--- src/rtl/keypad_entry_if.sv ---
`default_nettype none
// +----------------------------------------------------------------------------+
// | Module      : keypad_entry_if                                              |
// | Description : Signal bundle between the keypad entry controller and its    |
// |               surroundings (encoder, consuming FSM).                       |
// |               master : drives commands and encoder signals, reads results. |
// |               slave  : the entry controller itself.                        |
// |   start/clear/commit  1-cycle command pulses                               |
// |   bcd_in/bcd_valid    encoder outputs, asynchronous to clk                 |
// |   enc_enablen         encoder enable, active low                           |
// |   digits/digit_count  packed code (newest digit in [3:0]) and its length   |
// |   code_valid/timeout  1-cycle result pulses                                |
// |   overflow/busy       sticky overflow flag, entry-in-progress flag         |
// | Revision    : 1.0 - initial release                                        |
// +----------------------------------------------------------------------------+
interface keypad_entry_if #(
  parameter int NDIGITS = 4
);
  localparam int CW = $clog2(NDIGITS + 1);

  logic                   start;
  logic                   clear;
  logic                   commit;
  logic [3:0]             bcd_in;
  logic                   bcd_valid;
  logic                   enc_enablen;
  logic [4*NDIGITS-1:0]   digits;
  logic [CW-1:0]          digit_count;
  logic                   code_valid;
  logic                   overflow;
  logic                   timeout;
  logic                   busy;

  modport master (
    output start, clear, commit, bcd_in, bcd_valid,
    input  enc_enablen, digits, digit_count, code_valid, overflow, timeout, busy
  );

  modport slave (
    input  start, clear, commit, bcd_in, bcd_valid,
    output enc_enablen, digits, digit_count, code_valid, overflow, timeout, busy
  );
endinterface
`default_nettype wire

--- src/rtl/keypad_entry_ctrl.sv ---
`default_nettype none
// +----------------------------------------------------------------------------+
// | Module      : keypad_entry_ctrl                                            |
// | Description : Multi-digit keypad entry sequencer. Arms the BCD encoder     |
// |               while an entry is open, synchronises and edge-detects its    |
// |               valid strobe, shifts accepted digits into a buffer and       |
// |               publishes the code on commit (or aborts on idle timeout).    |
// | Ports       : clk    - system clock, rising edge                           |
// |               rst_n  - asynchronous active-low reset                       |
// |               bus    - keypad_entry_if.slave (commands, encoder, results)  |
// | Revision    : 1.0 - initial release                                        |
// +----------------------------------------------------------------------------+
module keypad_entry_ctrl #(
  parameter int NDIGITS     = 4,
  parameter int TIMEOUT_CYC = 1000,
  parameter int TMR_W       = 10
) (
  input  wire              clk,
  input  wire              rst_n,
  keypad_entry_if.slave    bus
);

  localparam int DW = 4 * NDIGITS;
  localparam int CW = $clog2(NDIGITS + 1);

  localparam logic [CW-1:0]    C_FULL     = CW'(NDIGITS);
  localparam logic [TMR_W-1:0] C_TMR_LAST = TMR_W'(TIMEOUT_CYC - 1);
  localparam logic [3:0]       C_BCD_MAX  = 4'd9;

  typedef enum logic [1:0] {
    ST_IDLE  = 2'd0,
    ST_ENTRY = 2'd1,
    ST_DONE  = 2'd2
  } state_t;

  // --------------------------------------------------------------------------
  // Registers
  // --------------------------------------------------------------------------
  state_t             r_state;
  logic               r_valid_s1;
  logic               r_valid_s2;
  logic               r_valid_d;
  logic [3:0]         r_bcd_s1;
  logic [3:0]         r_bcd_s2;
  logic [DW-1:0]      r_digits;
  logic [CW-1:0]      r_count;
  logic               r_overflow;
  logic               r_timeout;
  logic [TMR_W-1:0]   r_timer;

  // --------------------------------------------------------------------------
  // Next-state / output wires
  // --------------------------------------------------------------------------
  state_t             w_state_nxt;
  logic [DW-1:0]      w_digits_nxt;
  logic [CW-1:0]      w_count_nxt;
  logic               w_overflow_nxt;
  logic               w_timeout_nxt;
  logic [TMR_W-1:0]   w_timer_nxt;
  logic               w_enc_enablen;
  logic               w_busy;
  logic               w_code_valid;
  logic               w_valid_rise;
  logic               w_accept;
  logic [DW-1:0]      w_shifted;

  // --------------------------------------------------------------------------
  // Encoder synchronisers. bcd_in rides the same two-stage path as bcd_valid
  // so the synced digit is aligned with the synced strobe; the encoder holds
  // its BCD output steady while valid is high.
  // --------------------------------------------------------------------------
  always_ff @(posedge clk or negedge rst_n) begin
    if (!rst_n) begin
      r_valid_s1 <= 1'b0;
      r_valid_s2 <= 1'b0;
      r_valid_d  <= 1'b0;
      r_bcd_s1   <= 4'd0;
      r_bcd_s2   <= 4'd0;
    end else begin
      r_valid_s1 <= bus.bcd_valid;
      r_valid_s2 <= r_valid_s1;
      r_valid_d  <= r_valid_s2;
      r_bcd_s1   <= bus.bcd_in;
      r_bcd_s2   <= r_bcd_s1;
    end
  end

  // Only the rising edge counts, so a held key yields a single digit.
  assign w_valid_rise = r_valid_s2 & ~r_valid_d;
  // Non-decimal codes (10..15) are silently discarded.
  assign w_accept     = (r_state == ST_ENTRY) && w_valid_rise && (r_bcd_s2 <= C_BCD_MAX);

  // Newest digit enters at the bottom nibble; the oldest falls off the top.
  generate
    if (NDIGITS > 1) begin : g_shift_multi
      assign w_shifted = {r_digits[DW-5:0], r_bcd_s2};
    end else begin : g_shift_single
      assign w_shifted = r_bcd_s2;
    end
  endgenerate

  // --------------------------------------------------------------------------
  // State and datapath registers
  // --------------------------------------------------------------------------
  always_ff @(posedge clk or negedge rst_n) begin
    if (!rst_n) begin
      r_state    <= ST_IDLE;
      r_digits   <= '0;
      r_count    <= '0;
      r_overflow <= 1'b0;
      r_timeout  <= 1'b0;
      r_timer    <= '0;
    end else begin
      r_state    <= w_state_nxt;
      r_digits   <= w_digits_nxt;
      r_count    <= w_count_nxt;
      r_overflow <= w_overflow_nxt;
      r_timeout  <= w_timeout_nxt;
      r_timer    <= w_timer_nxt;
    end
  end

  // --------------------------------------------------------------------------
  // Next-state and output decode
  // --------------------------------------------------------------------------
  always_comb begin
    w_state_nxt    = r_state;
    w_digits_nxt   = r_digits;
    w_count_nxt    = r_count;
    w_overflow_nxt = r_overflow;
    w_timer_nxt    = r_timer;
    w_timeout_nxt  = 1'b0;
    w_enc_enablen  = 1'b1;
    w_busy         = 1'b0;
    w_code_valid   = 1'b0;

    case (r_state)
      ST_IDLE: begin
        if (bus.start) begin
          w_state_nxt    = ST_ENTRY;
          w_digits_nxt   = '0;
          w_count_nxt    = '0;
          w_overflow_nxt = 1'b0;
          w_timer_nxt    = '0;
        end
      end

      ST_ENTRY: begin
        w_enc_enablen = 1'b0;
        w_busy        = 1'b1;
        if (bus.start) begin
          // Restart: identical clears to a fresh start from IDLE.
          w_digits_nxt   = '0;
          w_count_nxt    = '0;
          w_overflow_nxt = 1'b0;
          w_timer_nxt    = '0;
        end else if (bus.clear) begin
          // Any digit arriving in this cycle is dropped; overflow survives.
          w_digits_nxt = '0;
          w_count_nxt  = '0;
          w_timer_nxt  = '0;
        end else begin
          if (w_accept) begin
            w_timer_nxt = '0;
            if (r_count < C_FULL) begin
              w_digits_nxt = w_shifted;
              w_count_nxt  = r_count + 1'b1;
            end else begin
              w_overflow_nxt = 1'b1;
            end
          end else begin
            w_timer_nxt = r_timer + 1'b1;
          end

          // A digit accepted alongside commit is part of the published code.
          if (bus.commit && ((r_count != '0) || w_accept)) begin
            w_state_nxt = ST_DONE;
            w_timer_nxt = '0;
          end else if (!w_accept && (r_timer == C_TMR_LAST)) begin
            w_state_nxt   = ST_IDLE;
            w_timeout_nxt = 1'b1;
            w_digits_nxt  = '0;
            w_count_nxt   = '0;
            w_timer_nxt   = '0;
          end
        end
      end

      ST_DONE: begin
        w_busy       = 1'b1;
        w_code_valid = 1'b1;
        w_state_nxt  = ST_IDLE;
      end

      default: begin
        w_state_nxt = ST_IDLE;
      end
    endcase
  end

  // --------------------------------------------------------------------------
  // Outputs
  // --------------------------------------------------------------------------
  assign bus.enc_enablen = w_enc_enablen;
  assign bus.busy        = w_busy;
  assign bus.code_valid  = w_code_valid;
  assign bus.digits      = r_digits;
  assign bus.digit_count = r_count;
  assign bus.overflow    = r_overflow;
  assign bus.timeout     = r_timeout;

endmodule
`default_nettype wire

--- src/flat_wrapper.sv ---
// flat-port wrapper written by rule: the top's interface ports become plain ports
module keypad_entry_ctrl_flat 
#(
  parameter int NDIGITS     = 4,
  parameter int TIMEOUT_CYC = 1000,
  parameter int TMR_W       = 10
)
  (clk, rst_n, bus_start, bus_clear, bus_commit, bus_bcd_in, bus_bcd_valid, bus_enc_enablen, bus_digits, bus_digit_count, bus_code_valid, bus_overflow, bus_timeout, bus_busy);
  keypad_entry_if #(.NDIGITS(NDIGITS)) bus_i ();
  input  wire clk;
  input  wire rst_n;
  input wire logic [$bits(bus_i.start)-1:0] bus_start;
  input wire logic [$bits(bus_i.clear)-1:0] bus_clear;
  input wire logic [$bits(bus_i.commit)-1:0] bus_commit;
  input wire logic [$bits(bus_i.bcd_in)-1:0] bus_bcd_in;
  input wire logic [$bits(bus_i.bcd_valid)-1:0] bus_bcd_valid;
  output wire logic [$bits(bus_i.enc_enablen)-1:0] bus_enc_enablen;
  output wire logic [$bits(bus_i.digits)-1:0] bus_digits;
  output wire logic [$bits(bus_i.digit_count)-1:0] bus_digit_count;
  output wire logic [$bits(bus_i.code_valid)-1:0] bus_code_valid;
  output wire logic [$bits(bus_i.overflow)-1:0] bus_overflow;
  output wire logic [$bits(bus_i.timeout)-1:0] bus_timeout;
  output wire logic [$bits(bus_i.busy)-1:0] bus_busy;
  assign bus_i.start = bus_start;
  assign bus_i.clear = bus_clear;
  assign bus_i.commit = bus_commit;
  assign bus_i.bcd_in = bus_bcd_in;
  assign bus_i.bcd_valid = bus_bcd_valid;
  assign bus_enc_enablen = bus_i.enc_enablen;
  assign bus_digits = bus_i.digits;
  assign bus_digit_count = bus_i.digit_count;
  assign bus_code_valid = bus_i.code_valid;
  assign bus_overflow = bus_i.overflow;
  assign bus_timeout = bus_i.timeout;
  assign bus_busy = bus_i.busy;
  keypad_entry_ctrl #(.NDIGITS(NDIGITS), .TIMEOUT_CYC(TIMEOUT_CYC), .TMR_W(TMR_W)) u_core (.clk(clk), .rst_n(rst_n), .bus(bus_i));
endmodule
--- config.mk ---
export PLATFORM = sky130hd
export DESIGN_NAME = keypad_entry_ctrl_flat
export DESIGN_NICKNAME = d
export VERILOG_FILES = /design/src/rtl/keypad_entry_if.sv /design/src/rtl/keypad_entry_ctrl.sv /design/src/flat_wrapper.sv
export SDC_FILE = /design/constraint.sdc
export NUM_CORES = 1
export LEC_CHECK = 0
export BUFFER_PORTS_ARGS = -buffer_cell sky130_fd_sc_hd__buf_2
export CORE_ASPECT_RATIO = 2
export CORE_MARGIN = 8
export CORE_UTILIZATION = 55
export DETAILED_ROUTE_END_ITERATION = 6
export PLACE_DENSITY = 0.78
export SYNTH_ARGS = -nofsm -noshare
export SYNTH_HDL_FRONTEND = slang
export SYNTH_SLANG_ARGS = --single-unit
export TNS_END_PERCENT = 1
--- constraint.sdc ---
create_clock -name clk -period 5.4 [get_ports clk]
set_input_delay 0.54 -clock clk [delete_from_list [all_inputs] [get_ports clk]]
set_output_delay 0.54 -clock clk [all_outputs]
set_load 0.05 [all_outputs]
==> impl_metrics.ini <==
[worst_setup_path]
cp-end-kind = flop
worstPathRequired_ns = 5.62
regToRegEndpoint = u_core.bus.digits[14]
path_class = flop to flop
cp-start-kind = flop
r2r-start = u_core.r_state[1]
cp.arrival_ns = 2.59
regToRegSetupSlack_ns = 3.03
cp_max_fo = 17
worst_r2r_path_depth = 7

[placement]
dp_slack_ns = 3.05
hpwl_um = 2990
io_buffers = 33
gp_congestion = 0.804
dp_cells = 275

[synth]
synth_xor_area_frac = 0.00853
syn_area_per_cell_um2 = 10.3
yosysWarnings = 0
synth_cell_type_count = 41
synth_compound_area_frac = 0.147
synth_flop_cell = dfrtp_1
postSynthCellCount = 199
syn-cell-area_um2 = 2050
ys_seq_area_frac = 0.536
synth_nets = 215
yosys.area_share.simple = 0.229
synth_top_family_by_area = simple AND/OR/NAND/NOR gates
ys_ff_latch = 44
synthAdderAreaFrac = 0.0366
muxShareOfSynthArea = 0.00488
synth_edf_count = 0
ys_async_sr_fraction = 1.00

[sta]
rsz0062_at_grt = no
maxSlewHeadroom = 0.383
finalHoldViolCount = 0
max_clock_freq_mhz = 421
setup_viol = 0
holdWs_ns = 0.344
min_period_ns = 2.37
setup_slack_ns = 3.03
tns_ns = 0
slew_viol_final = 0
tightest_slew_ns = 0.925
fin_skew_ns = 0.0104
finalCritPeriodShare = 0.440

[drt]
drt_pass1_iterations = 4
via_count = 1553
drt_iter0_drc = 32
detail_route.wl_per_cell_um = 14.2
viasPerCell = 5.49
wirelength_um = 4020
drc_errors = 0
antenna_left = 0

[die]
die_w_um = 59.2
start_util = 0.569
rows = 31
io_pins = 34
coreArea_um2 = 3610
die_y_um = 102
die_area_um2 = 6060

[hold_path]
holdPathStages = 1
hp-class = input port to flop
worstHoldEndpoint = u_core.r_valid_s1
hp-start = bus_bcd_valid

[clocking]
cts_root_buf = clkbuf_8
cts.path.max_buffers = 2
cts_made_buffers = 5
ctsHoldBuffers = 0
cts_setup_buffers = 0
cts_tree = built
cts_sinks = 44
clock_latency_ns = 0.30
path_clk_slew_ns = 0.08
cts_resized = 0
ctsHtreeMaxLevel = 2

[layout]
diodes = 0
layout_common_cells = nand2_1, dfrtp_1, buf_2
layout-drive-gt1-share = 0.261
area_growth_pct = 14.4
final_nets = 249
fin_cells = 283
layout_commonest_cell = nand2_1

[global_route]
grt_pass1_vias = 1625
antenna_found_initial = 0
overflow = 0
track_usage = 0.146
grt_pass1_wl_um = 6890
grt_max_degree = 45

[pwr]
power_mw = 0.911
p_leak_nw = 1.09
vdd_ir_drop_max_mv = 0.276
power.density_nw_per_um2 = 388

[status]
status = finished clean

[flow_run]
cap_violations = 0
-- flip-flops by register name, indices dropped and copies added (netlist names) --
| name | count |
|---|---|
| u_core.bus.digit_count | 3 |
| u_core.bus.digits | 16 |
| u_core.bus.overflow | 1 |
| u_core.bus.timeout | 1 |
| u_core.r_bcd_s1 | 4 |
| u_core.r_bcd_s2 | 4 |
| u_core.r_state | 2 |
| u_core.r_timer | 10 |
| u_core.r_valid_d | 1 |
| u_core.r_valid_s1 | 1 |
| u_core.r_valid_s2 | 1 |
-- per-layer routing --
metal	GRT usage	up-vias	part of all wire
met4	0.0724	0	0.018
met5	0	-	0
li1	-	750	-
met2	0.279	42	0.56
met1	0.134	753	0.37
met3	0.0353	8	0.053
-- worst max-delay path by stage --
stage / startpoint / to / slack [ns]
6_report: u_core.r_state[1] / u_core.bus.digits[14] / 3.03
5_1_grt: u_core.r_state[1] / u_core.bus.digits[6] / 2.87
4_1_cts: u_core.r_state[1] / u_core.bus.digits[14] / 3.02
3_5_place_dp: u_core.r_state[1] / u_core.bus.digits[4] / 3.05
3_3_place_gp: u_core.r_state[1] / u_core.bus.digits[14] / 3.12
2_1_floorplan: u_core.bus.digit_count[0] / u_core.bus.digit_count[2] / 3.41
-- Yosys cell counts (3+ instances only) --
library cell  count  area share
ha_1              6       0.037
nor2_1            8       0.015
nor2b_1           4       0.012
dfrtp_1          44        0.54
nand2_1          50       0.091
a21oi_1          11       0.027
o21ai_1           5       0.012
nand3_1           5       0.012
o21ai_0           5       0.012
a21o_1            3       0.011
inv_1             8       0.015
a21oi_2           9       0.038
nor3_1            3      0.0073
buf_4             3       0.011
and3_1            3      0.0091
-- report_power, final --
group	leakage (nW)	internal [mW]	switching [mW]	total, mW
sequential	0.586	0.350	0.0198	0.370
clock	0.0548	0.139	0.112	0.252
combinational	0.450	0.0708	0.218	0.289
total	1.09	0.560	0.350	0.911
-- stage by stage --
step           instance area (µm²)  utilization
6_report                      2350        0.651
5_1_grt                       2350        0.651
4_1_cts                       2350        0.651
3_5_place_dp                  2230        0.619
3_3_place_gp                  2230        0.619
2_1_floorplan                 2050            -
-- cell type report --
type / count / area [µm²]
fillers: 325 / 1260
well taps: 49 / 61.3
clock inverters: 3 / 46.3
inverters: 8 / 30.0
repair buffers: 33 / 165
multi-input cells: 141 / 876
clock buffers: 5 / 68.8
flip-flops and latches: 44 / 1100
-- cell families after synthesis --
group | after synthesis
adders and majority gates | 6
and+or+nand+nor | 89
muxes | 1
buffers and inverters | 14
DFF | 44
AOI/OAI and AO/OA | 43
xor gates and xnor gates | 2
-- critical path, cell delays in order, from the launching register on --
cell and delay (ns):
dfrtp_1 0.40, inv_1 0.07, ha_1 0.33, nor2b_1 0.22
a21oi_2 0.44, or3_1 0.53, nand2_1 0.15, a21oi_2 0.15
No activity file was read; power rests on OpenSTA's default activity.
